$ cat config.mk
export PLATFORM = sky130hd
export DESIGN_NAME = osc_fll_ctrl
export DESIGN_NICKNAME = d
export VERILOG_FILES = /design/src/rtl/osc_fll_ctrl.sv
export SDC_FILE = /design/constraint.sdc
export NUM_CORES = 1
export LEC_CHECK = 0
export BUFFER_PORTS_ARGS = -buffer_cell sky130_fd_sc_hd__clkbuf_2
export CAP_MARGIN = 20
export CELL_PAD_IN_SITES_DETAIL_PLACEMENT = 1
export CELL_PAD_IN_SITES_GLOBAL_PLACEMENT = 1
export CORE_UTILIZATION = 49
export DETAILED_ROUTE_END_ITERATION = 8
export MAX_ROUTING_LAYER = met4
export PLACE_DENSITY_LB_ADDON = 0.25
export SYNTH_ARGS = -nofsm -noshare
export SYNTH_HDL_FRONTEND = slang
export SYNTH_SLANG_ARGS = --single-unit
$ cat constraint.sdc
create_clock -name clk -period 9.5 [get_ports clk]
set_clock_uncertainty 0.1 [all_clocks]
set_input_delay 0.95 -clock clk [delete_from_list [all_inputs] [get_ports clk]]
set_output_delay 0.95 -clock clk [all_outputs]
set_load 0.05 [all_outputs]
$ cat src/rtl/osc_fll_ctrl.sv
// osc_fll_ctrl: frequency-lock loop that steps a 2-bit ring-oscillator code until the edge count per window hits target
// Ports: clk, rst (async, active-high), en, win_len, target, osc_in (async divided phase)
//        -> ctrl (oscillator code), locked, meas_cnt, meas_valid [, sat_err]
// Optional: define OSC_FLL_SAT_FLAG_EN to add sat_err, flagging a step blocked by code saturation.
module osc_fll_ctrl #(
  parameter int WIN_W      = 12,
  parameter int CNT_W      = 10,
  parameter int DEADBAND   = 1,
  parameter int SETTLE_CYC = 16,
  parameter int LOCK_N     = 3
) (
  input  logic             clk,
  input  logic             rst,
  input  logic             en,
  input  logic [WIN_W-1:0] win_len,
  input  logic [CNT_W-1:0] target,
  input  logic             osc_in,
  output logic [1:0]       ctrl,
  output logic             locked,
  output logic [CNT_W-1:0] meas_cnt,
  output logic             meas_valid
`ifdef OSC_FLL_SAT_FLAG_EN
  ,
  output logic             sat_err
`endif
);
  localparam int SW = $clog2(SETTLE_CYC + 1);
  localparam int LW = $clog2(LOCK_N + 1);
  localparam logic signed [CNT_W:0] DB = (CNT_W + 1)'(DEADBAND);
  typedef enum logic [1:0] {IDLE, SETTLE, MEASURE, UPDATE} state_t;
  state_t state, state_nx;
  logic [2:0] sync;
  logic [SW-1:0] settle_cnt;
  logic [WIN_W-1:0] win_cnt, win_lim;
  logic [CNT_W-1:0] edge_cnt;
  logic [LW-1:0] lock_cnt;
  logic signed [CNT_W:0] diff;
  logic rise, fast, slow, blocked, step;
  logic [1:0] ctrl_nx;
  // sync[1:0] is the two-flop synchronizer, sync[2] the edge-detect history
  assign rise    = sync[1] & ~sync[2];
  assign diff    = $signed({1'b0, edge_cnt}) - $signed({1'b0, target});
  assign fast    = diff > DB;
  assign slow    = diff < -DB;
  assign blocked = (fast && ctrl == 2'd3) || (slow && ctrl == 2'd0);
  assign step    = (fast || slow) && !blocked;
  assign ctrl_nx = fast ? ctrl + 2'd1 : ctrl - 2'd1;
  always_ff @(posedge clk or posedge rst)
    if (rst) state <= IDLE;
    else     state <= state_nx;
  always_comb begin
    state_nx = state;
    if (!en) state_nx = IDLE;
    else
      case (state)
        IDLE:    state_nx = SETTLE;
        SETTLE:  state_nx = (settle_cnt == SW'(SETTLE_CYC - 1)) ? MEASURE : SETTLE;
        MEASURE: state_nx = (win_cnt == win_lim - WIN_W'(1)) ? UPDATE : MEASURE;
        default: state_nx = step ? SETTLE : MEASURE;
      endcase
  end
  always_comb locked = lock_cnt == LW'(LOCK_N);
  // Counters idle at zero outside their own state, so every entry starts clean.
  // edge_cnt is still valid during UPDATE because its clear lands after meas_cnt samples it.
  always_ff @(posedge clk or posedge rst) begin
    if (rst) begin
      sync       <= '0;
      settle_cnt <= '0;
      win_cnt    <= '0;
      win_lim    <= '0;
      edge_cnt   <= '0;
      lock_cnt   <= '0;
      ctrl       <= 2'b01;
      meas_cnt   <= '0;
      meas_valid <= 1'b0;
    end else begin
      sync       <= {sync[1:0], osc_in};
      settle_cnt <= (en && state == SETTLE) ? settle_cnt + SW'(1) : '0;
      win_cnt    <= (en && state == MEASURE) ? win_cnt + WIN_W'(1) : '0;
      edge_cnt   <= (en && state == MEASURE) ? edge_cnt + CNT_W'(rise && !(&edge_cnt)) : '0;
      if (state_nx == MEASURE && state != MEASURE) win_lim <= (win_len == '0) ? WIN_W'(1) : win_len;
      meas_valid <= en && state == UPDATE;
      if (!en) lock_cnt <= '0;
      else if (state == UPDATE) begin
        meas_cnt <= edge_cnt;
        ctrl     <= step ? ctrl_nx : ctrl;
        lock_cnt <= (fast || slow) ? '0 : (locked ? lock_cnt : lock_cnt + LW'(1));
      end
    end
  end
`ifdef OSC_FLL_SAT_FLAG_EN
  always_ff @(posedge clk or posedge rst)
    if (rst)                  sat_err <= 1'b0;
    else if (!en)             sat_err <= 1'b0;
    else if (state == UPDATE) sat_err <= blocked;
`endif
endmodule

==> results of run 1 <==
worst max-delay path: stages:
cell and delay (ns):
sky130_fd_sc_hd__clkbuf_2 0.08, sky130_fd_sc_hd__ha_1 0.17, sky130_fd_sc_hd__inv_1 0.06, sky130_fd_sc_hd__fa_1 0.39, sky130_fd_sc_hd__a211oi_1 0.37, sky130_fd_sc_hd__o21ai_0 0.20, sky130_fd_sc_hd__a31o_2 0.28, sky130_fd_sc_hd__a21oi_1 0.28
sky130_fd_sc_hd__o221ai_1 0.27, sky130_fd_sc_hd__a31oi_2 0.90, sky130_fd_sc_hd__mux2_2 0.42
cell families after synthesis:
family / synth area share (%)
xor gates and xnor gates: 9.197
muxes: 5.327
and+or+nand+nor: 19.96
buffers and inverters: 3.516
DFF: 41.94
AOI/OAI and AO/OA: 13.46
adders and majority gates: 6.605
per-stage QoR:
stage / area (um^2) / power (W)
after detailed placement: 3805 / 0.0002910
after global routing: 4065 / 0.0006024
after global placement: 3805 / 0.0002894
after floorplan: 3523 / 0.0002785
final: 4065 / 0.0005802
after CTS: 4065 / 0.0005871
power breakdown:
group	leakage [nW]	internal (W)	switching (W)
registers	0.801	0.000253	0.00000153
logic	1.03	0.0000117	0.0000199
clock network	0.133	0.000195	0.0000987
flip-flops by register name, indices dropped and copies added, names as in the netlist:
register and count:
settle_cnt 5, meas_cnt 10, win_cnt 12, ctrl 2
edge_cnt 10, lock_cnt 2, state 2, win_lim 12
sync 3, meas_valid 1
layout make-up:
type,count,area (um^2),share of cell area (%)
Multi-Input combinational cell,286,1922,47.28
Sequential cell,59,1478,36.35
Timing Repair Buffer,40,202.7,4.986
Clock buffer,12,165.2,4.063
Tap cell,96,120.1,2.955
Clock inverter,4,95.09,2.339
Inverter,22,82.58,2.031
layout by cell type, fill, tap and decap left out, types with 9 or more instances in the layout:
master                     synthesis  layout
sky130_fd_sc_hd__mux2_4            9       9
sky130_fd_sc_hd__dfrtp_1          58      58
sky130_fd_sc_hd__nor2_1           28      28
sky130_fd_sc_hd__clkbuf_2          0      39
sky130_fd_sc_hd__nand2_1          50      50
sky130_fd_sc_hd__xor2_1           19      19
sky130_fd_sc_hd__a21oi_1          18      18
sky130_fd_sc_hd__nand3_1          12      12
sky130_fd_sc_hd__ha_1             17      17
sky130_fd_sc_hd__inv_1            22      21
sky130_fd_sc_hd__clkbuf_8          0      12
sky130_fd_sc_hd__and3_1           10      10
sky130_fd_sc_hd__o21ai_0          18      18
sky130_fd_sc_hd__xnor2_1          18      18
layer usage:
| layer | track usage, % | vias to the layer above | share of wire (%) |
|---|---|---|---|
| li1 | - | 1406 | - |
| met1 | 35.53 | 1468 | 47 |
| met2 | 41.23 | 47 | 49 |
| met3 | 5.048 | 6 | 3.1 |
| met4 | 8.030 | 0 | 0.63 |
| met5 | - | - | 0 |
worst min path at each step:
stage | slack [ns] | start | depth (start not counted) | end
global placement | 0.23 | sync[0] | 0 | sync[1]
global route | 0.26 | sync[0] | 0 | sync[1]
finish | 0.25 | sync[0] | 0 | sync[1]
detailed placement | 0.24 | sync[0] | 0 | sync[1]
floorplan | 0.23 | sync[0] | 0 | sync[1]
CTS | 0.25 | sync[0] | 0 | sync[1]
==> run_summary.xml, run 1 <==
<?xml version="1.0" encoding="UTF-8"?>
<metrics>
  <group name="global_route">
    <metric name="grt_first_pass_wirelength" unit="um">14860</metric>
    <metric name="first_global_vias" unit="">3025</metric>
    <metric name="antenna_found_initial" unit="">0</metric>
    <metric name="grt_overflow" unit="">0</metric>
    <metric name="global_route.usage.total" unit="%">26.64</metric>
    <metric name="grt_max_degree" unit="">60</metric>
  </group>
  <group name="worst_setup_path">
    <metric name="reg2reg_from" unit="">edge_cnt[0]</metric>
    <metric name="timing.critical_path.to" unit="">win_lim[4]</metric>
    <metric name="crit-reg2reg-capture" unit="">win_lim[4]</metric>
    <metric name="critical_path_arrival" unit="ns">4.37</metric>
    <metric name="reg2reg_depth" unit="">11</metric>
    <metric name="max_fanout_on_critical_path" unit="">12</metric>
    <metric name="timing.critical_path.required" unit="ns">9.61</metric>
    <metric name="critPathCaptureType" unit="">flop</metric>
    <metric name="crit_path_start_kind" unit="">input pin</metric>
    <metric name="setup.worst_path.start" unit="">target[0]</metric>
    <metric name="rrSetupSlack" unit="ns">5.39</metric>
    <metric name="timing.setup.critical_path_class" unit="">input pin to flop</metric>
  </group>
  <group name="worst_hold_path">
    <metric name="hold_path_class" unit="">flop to flop</metric>
  </group>
  <group name="yosys">
    <metric name="synthMostInstantiatedCell" unit="">sky130_fd_sc_hd__dfrtp_1</metric>
    <metric name="number_of_nets_produced_by_synthesis" unit="">420</metric>
    <metric name="synth_top_area_cell" unit="">sky130_fd_sc_hd__dfrtp_1</metric>
    <metric name="yosys-top-cells-area" unit="">sky130_fd_sc_hd__dfrtp_1 41%, sky130_fd_sc_hd__ha_1 6.0%, sky130_fd_sc_hd__nand2_1 5.3%</metric>
    <metric name="postSynth.asyncResetShare" unit="%">100.0</metric>
    <metric name="yosysUniqueCellTypes" unit="">54</metric>
    <metric name="ys.flop_type" unit="">sky130_fd_sc_hd__dfrtp_1</metric>
    <metric name="syn_area" unit="um^2">3523</metric>
    <metric name="seq_area_frac_synth" unit="%">41.94</metric>
    <metric name="synth-seq-cells" unit="">59</metric>
    <metric name="synth_warnings" unit="">0</metric>
    <metric name="synth_edf_count" unit="">0</metric>
    <metric name="proportion_of_netlist_area_held_by_the_largest_area_contributor" unit="%">41.19</metric>
    <metric name="synth_cells" unit="">376</metric>
    <metric name="netlist_top_cells_count" unit="">58 x sky130_fd_sc_hd__dfrtp_1, 50 x sky130_fd_sc_hd__nand2_1, 28 x sky130_fd_sc_hd__nor2_1, 22 x sky130_fd_sc_hd__inv_1, 19 x sky130_fd_sc_hd__xor2_1</metric>
    <metric name="synth.avg_cell_area" unit="um^2">9.371</metric>
  </group>
  <group name="placement">
    <metric name="portBuffers" unit="">39</metric>
    <metric name="place.gp.congestion" unit="">0.7854</metric>
    <metric name="dp_hpwl" unit="um">6361</metric>
    <metric name="post-place-ws" unit="ns">4.971</metric>
    <metric name="place_inst" unit="">503</metric>
  </group>
  <group name="timing">
    <metric name="slew-limit-headroom" unit="%">30.41</metric>
    <metric name="finalHoldViolations" unit="">0</metric>
    <metric name="final.min_clock_period" unit="ns">4.257</metric>
    <metric name="slew_viol_final" unit="">0</metric>
    <metric name="worst_slew_pin_slew" unit="ns">1.041</metric>
    <metric name="fmax" unit="MHz">234.9</metric>
    <metric name="rsz0062_at_grt" unit="">false</metric>
    <metric name="fin_crit_sh" unit="%">44.81</metric>
    <metric name="fin_setup_tns" unit="ns">0</metric>
    <metric name="timing.final.setup_violations" unit="">0</metric>
    <metric name="setup_ws" unit="ns">5.243</metric>
    <metric name="holdWs" unit="ns">0.2487</metric>
  </group>
  <group name="die">
    <metric name="initial_utilization" unit="%">51.29</metric>
    <metric name="die_h" unit="um">86.80</metric>
    <metric name="io_pins" unit="">40</metric>
    <metric name="dieArea" unit="um^2">7533</metric>
    <metric name="die_width" unit="um">86.80</metric>
    <metric name="fp-row-count" unit="">30</metric>
    <metric name="core_region_area" unit="um^2">6869</metric>
  </group>
  <group name="layout">
    <metric name="final_core_utilization" unit="%">59.18</metric>
    <metric name="antenna_cells_inserted" unit="">0</metric>
    <metric name="finalNetCount" unit="">462</metric>
    <metric name="areaGrowthSynthToFinish" unit="%">15.38</metric>
    <metric name="nFillCells" unit="">811</metric>
    <metric name="final_layout_size_suffix_gt1_share" unit="%">17.73</metric>
    <metric name="count_of_non_filler_cells_in_the_finished_layout" unit="">519</metric>
  </group>
  <group name="clock_network">
    <metric name="clkTransAtPathRegs" unit="ns">0.06</metric>
    <metric name="cts_setup_buffers" unit="">0</metric>
    <metric name="worstSkewPairLatency" unit="ns">0.33</metric>
    <metric name="cts_buffer_depth" unit="">2</metric>
    <metric name="holdBufCountCts" unit="">0</metric>
    <metric name="clock_sink_count" unit="">59</metric>
    <metric name="clock-root-buffer" unit="">sky130_fd_sc_hd__clkbuf_8</metric>
    <metric name="cts.htree.levels" unit="">3</metric>
    <metric name="cts_inserted_buffers" unit="">9</metric>
    <metric name="cts_tree" unit="">yes</metric>
    <metric name="post_cts.resized_instances" unit="">0</metric>
  </group>
  <group name="job">
    <metric name="drv.max_cap_violation_count" unit="">0</metric>
  </group>
  <group name="route">
    <metric name="avgRoutedWirePerCell" unit="um">16.90</metric>
    <metric name="postRouteWirelength" unit="um">8769</metric>
    <metric name="dr.first_iter.drc_count" unit="">111</metric>
    <metric name="vias_per_cell" unit="">5.640</metric>
    <metric name="post-route-drc-count" unit="">0</metric>
    <metric name="vias" unit="">2927</metric>
    <metric name="detail_route.first_pass.iterations" unit="">4</metric>
    <metric name="drt.antenna.violating_nets" unit="">0</metric>
  </group>
  <group name="run_status">
    <metric name="status" unit="">completed</metric>
  </group>
  <group name="power">
    <metric name="pwr_density_cell" unit="nW/um^2">142.7</metric>
    <metric name="cellLeakagePower" unit="nW">1.964</metric>
    <metric name="vdd_ir_drop_max" unit="mV">0.08611</metric>
  </group>
</metrics>
Note: power is estimated with default switching activity, not from simulation.
==> run 2, diff against run 1 <==
--- a/config.mk
+++ b/config.mk
@@ -9,7 +9,7 @@
 export CAP_MARGIN = 20
 export CELL_PAD_IN_SITES_DETAIL_PLACEMENT = 1
 export CELL_PAD_IN_SITES_GLOBAL_PLACEMENT = 1
-export CORE_UTILIZATION = 49
+export CORE_UTILIZATION = 41
 export DETAILED_ROUTE_END_ITERATION = 8
 export MAX_ROUTING_LAYER = met4
 export PLACE_DENSITY_LB_ADDON = 0.25
==> constraint.sdc (replaced) <==
create_clock -name clk -period 3.88 [get_ports clk]
set_clock_uncertainty 0.1 [all_clocks]
set_input_delay 0.388 -clock clk [delete_from_list [all_inputs] [get_ports clk]]
set_output_delay 0.388 -clock clk [all_outputs]
set_load 0.05 [all_outputs]
==> run 2 against run 1 <==
Against the previous run:
- register-to-register slack got worse by 5.1 ns
- sequential cell count did not move
- clock-buffer cell count did not move
- worst setup slack got worse by 4.9 ns
- largest power group unchanged
- worst hold slack got worse by 0.20 ns
- critical path depth rose by 1
- critical endpoint unchanged
- first-iteration DRC count rose by 19%
- final cell count rose by 2.1%
- sequential share of layout area fell by 0.41 points
- non-clock buffer count rose by 2
- design area rose by 1.1%
==> run_summary.xml, run 2 (same netlist as run 1, synthesis figures left out) <==
<?xml version="1.0" encoding="UTF-8"?>
<metrics>
  <group name="timing">
    <metric name="finalHoldViolations" unit="">0</metric>
    <metric name="rsz0062_at_grt" unit="">false</metric>
    <metric name="fmax" unit="MHz">281.2</metric>
    <metric name="timing.final.setup_violations" unit="">0</metric>
    <metric name="fin_crit_sh" unit="%">91.65</metric>
    <metric name="worst_slew_pin_slew" unit="ns">0.8130</metric>
    <metric name="slew-limit-headroom" unit="%">45.72</metric>
    <metric name="final.min_clock_period" unit="ns">3.556</metric>
    <metric name="slew_viol_final" unit="">0</metric>
    <metric name="fin_setup_tns" unit="ns">0</metric>
  </group>
  <group name="worst_setup_path">
    <metric name="timing.setup.critical_path_class" unit="">flop to flop</metric>
    <metric name="slowest_stage" unit="">sky130_fd_sc_hd__fa_1</metric>
    <metric name="critical_path_arrival" unit="ns">3.68</metric>
    <metric name="crit_path_start_kind" unit="">flop</metric>
    <metric name="critPathCaptureType" unit="">flop</metric>
    <metric name="max_fanout_on_critical_path" unit="">12</metric>
    <metric name="path_common_cell" unit="">sky130_fd_sc_hd__inv_1</metric>
    <metric name="timing.critical_path.cells" unit="">inv_1 -&gt; ha_1 -&gt; inv_1 -&gt; fa_1 -&gt; a211oi_2 -&gt; o21ai_0 -&gt; a31o_2 -&gt; a21oi_1 -&gt; o221ai_1 -&gt; a31oi_2 -&gt; buf_4 -&gt; mux2_2</metric>
    <metric name="worst_path_largest_cell_delay" unit="ns">0.41</metric>
    <metric name="timing.critical_path.required" unit="ns">4.00</metric>
  </group>
  <group name="global_route">
    <metric name="grt_first_pass_wirelength" unit="um">14890</metric>
    <metric name="grt_overflow" unit="">0</metric>
    <metric name="antenna_found_initial" unit="">0</metric>
    <metric name="first_global_vias" unit="">3104</metric>
    <metric name="global_route.usage.total" unit="%">22.50</metric>
    <metric name="grt_max_degree" unit="">40</metric>
  </group>
  <group name="power">
    <metric name="cellLeakagePower" unit="nW">1.978</metric>
    <metric name="pwr_density_cell" unit="nW/um^2">359.0</metric>
    <metric name="vdd_ir_drop_max" unit="mV">0.2239</metric>
    <metric name="total_power" unit="W">0.001476</metric>
  </group>
  <group name="placement">
    <metric name="place.gp.congestion" unit="">0.8601</metric>
    <metric name="post_dp_cell_area" unit="um^2">3831</metric>
    <metric name="portBuffers" unit="">39</metric>
    <metric name="dp_hpwl" unit="um">6525</metric>
  </group>
  <group name="worst_hold_path">
    <metric name="hold_path_class" unit="">input pin to flop</metric>
  </group>
  <group name="die">
    <metric name="initial_utilization" unit="%">42.67</metric>
    <metric name="fp-row-count" unit="">33</metric>
    <metric name="core_region_area" unit="um^2">8258</metric>
    <metric name="dieArea" unit="um^2">8968</metric>
    <metric name="die_width" unit="um">94.70</metric>
    <metric name="io_pins" unit="">40</metric>
    <metric name="die_h" unit="um">94.70</metric>
  </group>
  <group name="route">
    <metric name="drt.antenna.violating_nets" unit="">0</metric>
    <metric name="avgRoutedWirePerCell" unit="um">16.54</metric>
    <metric name="post-route-drc-count" unit="">0</metric>
    <metric name="postRouteWirelength" unit="um">8768</metric>
    <metric name="vias" unit="">2954</metric>
    <metric name="dr.first_iter.drc_count" unit="">132</metric>
    <metric name="detail_route.first_pass.iterations" unit="">4</metric>
    <metric name="vias_per_cell" unit="">5.574</metric>
  </group>
  <group name="layout">
    <metric name="most_frequent_cells_in_the_layout" unit="">58 x sky130_fd_sc_hd__dfrtp_1, 50 x sky130_fd_sc_hd__nand2_1, 39 x sky130_fd_sc_hd__clkbuf_2</metric>
    <metric name="finalInstanceArea" unit="um^2">4111</metric>
    <metric name="antenna_cells_inserted" unit="">0</metric>
    <metric name="final_core_utilization" unit="%">49.79</metric>
    <metric name="areaGrowthSynthToFinish" unit="%">16.69</metric>
    <metric name="finalNetCount" unit="">464</metric>
    <metric name="final_common_cell" unit="">sky130_fd_sc_hd__dfrtp_1</metric>
    <metric name="final_layout_size_suffix_gt1_share" unit="%">18.12</metric>
    <metric name="biggestRegsByFlops" unit="">win_cnt: 12 flops, win_lim: 12 flops</metric>
  </group>
  <group name="clock_network">
    <metric name="worstSkewPairLatency" unit="ns">0.34</metric>
    <metric name="post_cts.resized_instances" unit="">0</metric>
    <metric name="clock_sink_count" unit="">59</metric>
    <metric name="holdBufCountCts" unit="">0</metric>
    <metric name="cts_buffer_depth" unit="">2</metric>
    <metric name="cts.htree.levels" unit="">3</metric>
    <metric name="cts_tree" unit="">yes</metric>
    <metric name="clock-root-buffer" unit="">sky130_fd_sc_hd__clkbuf_8</metric>
    <metric name="clkTransAtPathRegs" unit="ns">0.06</metric>
    <metric name="cts_inserted_buffers" unit="">9</metric>
    <metric name="cts_setup_buffers" unit="">0</metric>
  </group>
  <group name="job">
    <metric name="drv.max_cap_violation_count" unit="">0</metric>
  </group>
  <group name="run_status">
    <metric name="status" unit="">completed</metric>
  </group>
</metrics>
run 2: metrics by stage:
| step | setup WS, ns | hold WS [ns] | std cells |
|---|---|---|---|
| after floorplan | 0.7060 | 0.2312 | 376 |
| after global placement | 0.4075 | 0.2352 | 514 |
| after detailed placement | 0.2547 | 0.2363 | 514 |
| after CTS | 0.2352 | 0.03975 | 530 |
| after global routing | 0.1132 | 0.04672 | 530 |
| final | 0.3241 | 0.05372 | 530 |
run 2: cell type report:
class / count / area, um^2
clock inverters: 4 / 120.1
well taps: 105 / 131.4
inverters: 22 / 82.58
flip-flops and latches: 59 / 1478
fillers: 962 / 4146
clock buffers: 12 / 155.1
repair buffers: 42 / 217.7
multi-input cells: 286 / 1927
run 2: routing by layer:
| metal | track usage (%) | part of all wire [%] | vias up |
|---|---|---|---|
| li1 | - | - | 1404 |
| met1 | 29.25 | 47 | 1498 |
| met2 | 35.01 | 48 | 36 |
| met3 | 2.818 | 2.3 | 16 |
| met4 | 10.23 | 2.2 | 0 |
| met5 | - | 0 | - |
run 2: final timing paths:
path / start / to / slack [ns] / cells after the start
max: edge_cnt[0] / win_lim[4] / 0.32 / 12
min: osc_in / sync[0] / 0.05 / 1
max reg2reg: edge_cnt[0] / win_lim[4] / 0.32 / 12
min reg2reg: sync[0] / sync[1] / 0.25 / 0
max in group asynchronous: rst / ctrl[0] / 2.73 / 3
min in group asynchronous: rst / meas_cnt[6] / 0.08 / 2
run 2: critical path: cells and delay by family, from the launching register on:
| family | cells | cell delay [ns] |
|---|---|---|
| adder cells (fa/ha/maj) | 2 | 0.59 |
| AO/OA/AOI/OAI | 6 | 1.55 |
| multiplexers | 1 | 0.36 |
| buffers and inverters | 3 | 0.44 |
| flip-flops | 1 | 0.40 |
run 2: where the power goes:
part | internal, W | leakage, nW | total (W) | switching (W)
logic | 0.0000288 | 1.04 | 0.0000779 | 0.0000491
clock network | 0.000527 | 0.137 | 0.000775 | 0.000247
registers | 0.000619 | 0.801 | 0.000623 | 0.00000375
total | 0.00118 | 1.98 | 0.00148 | 0.000300
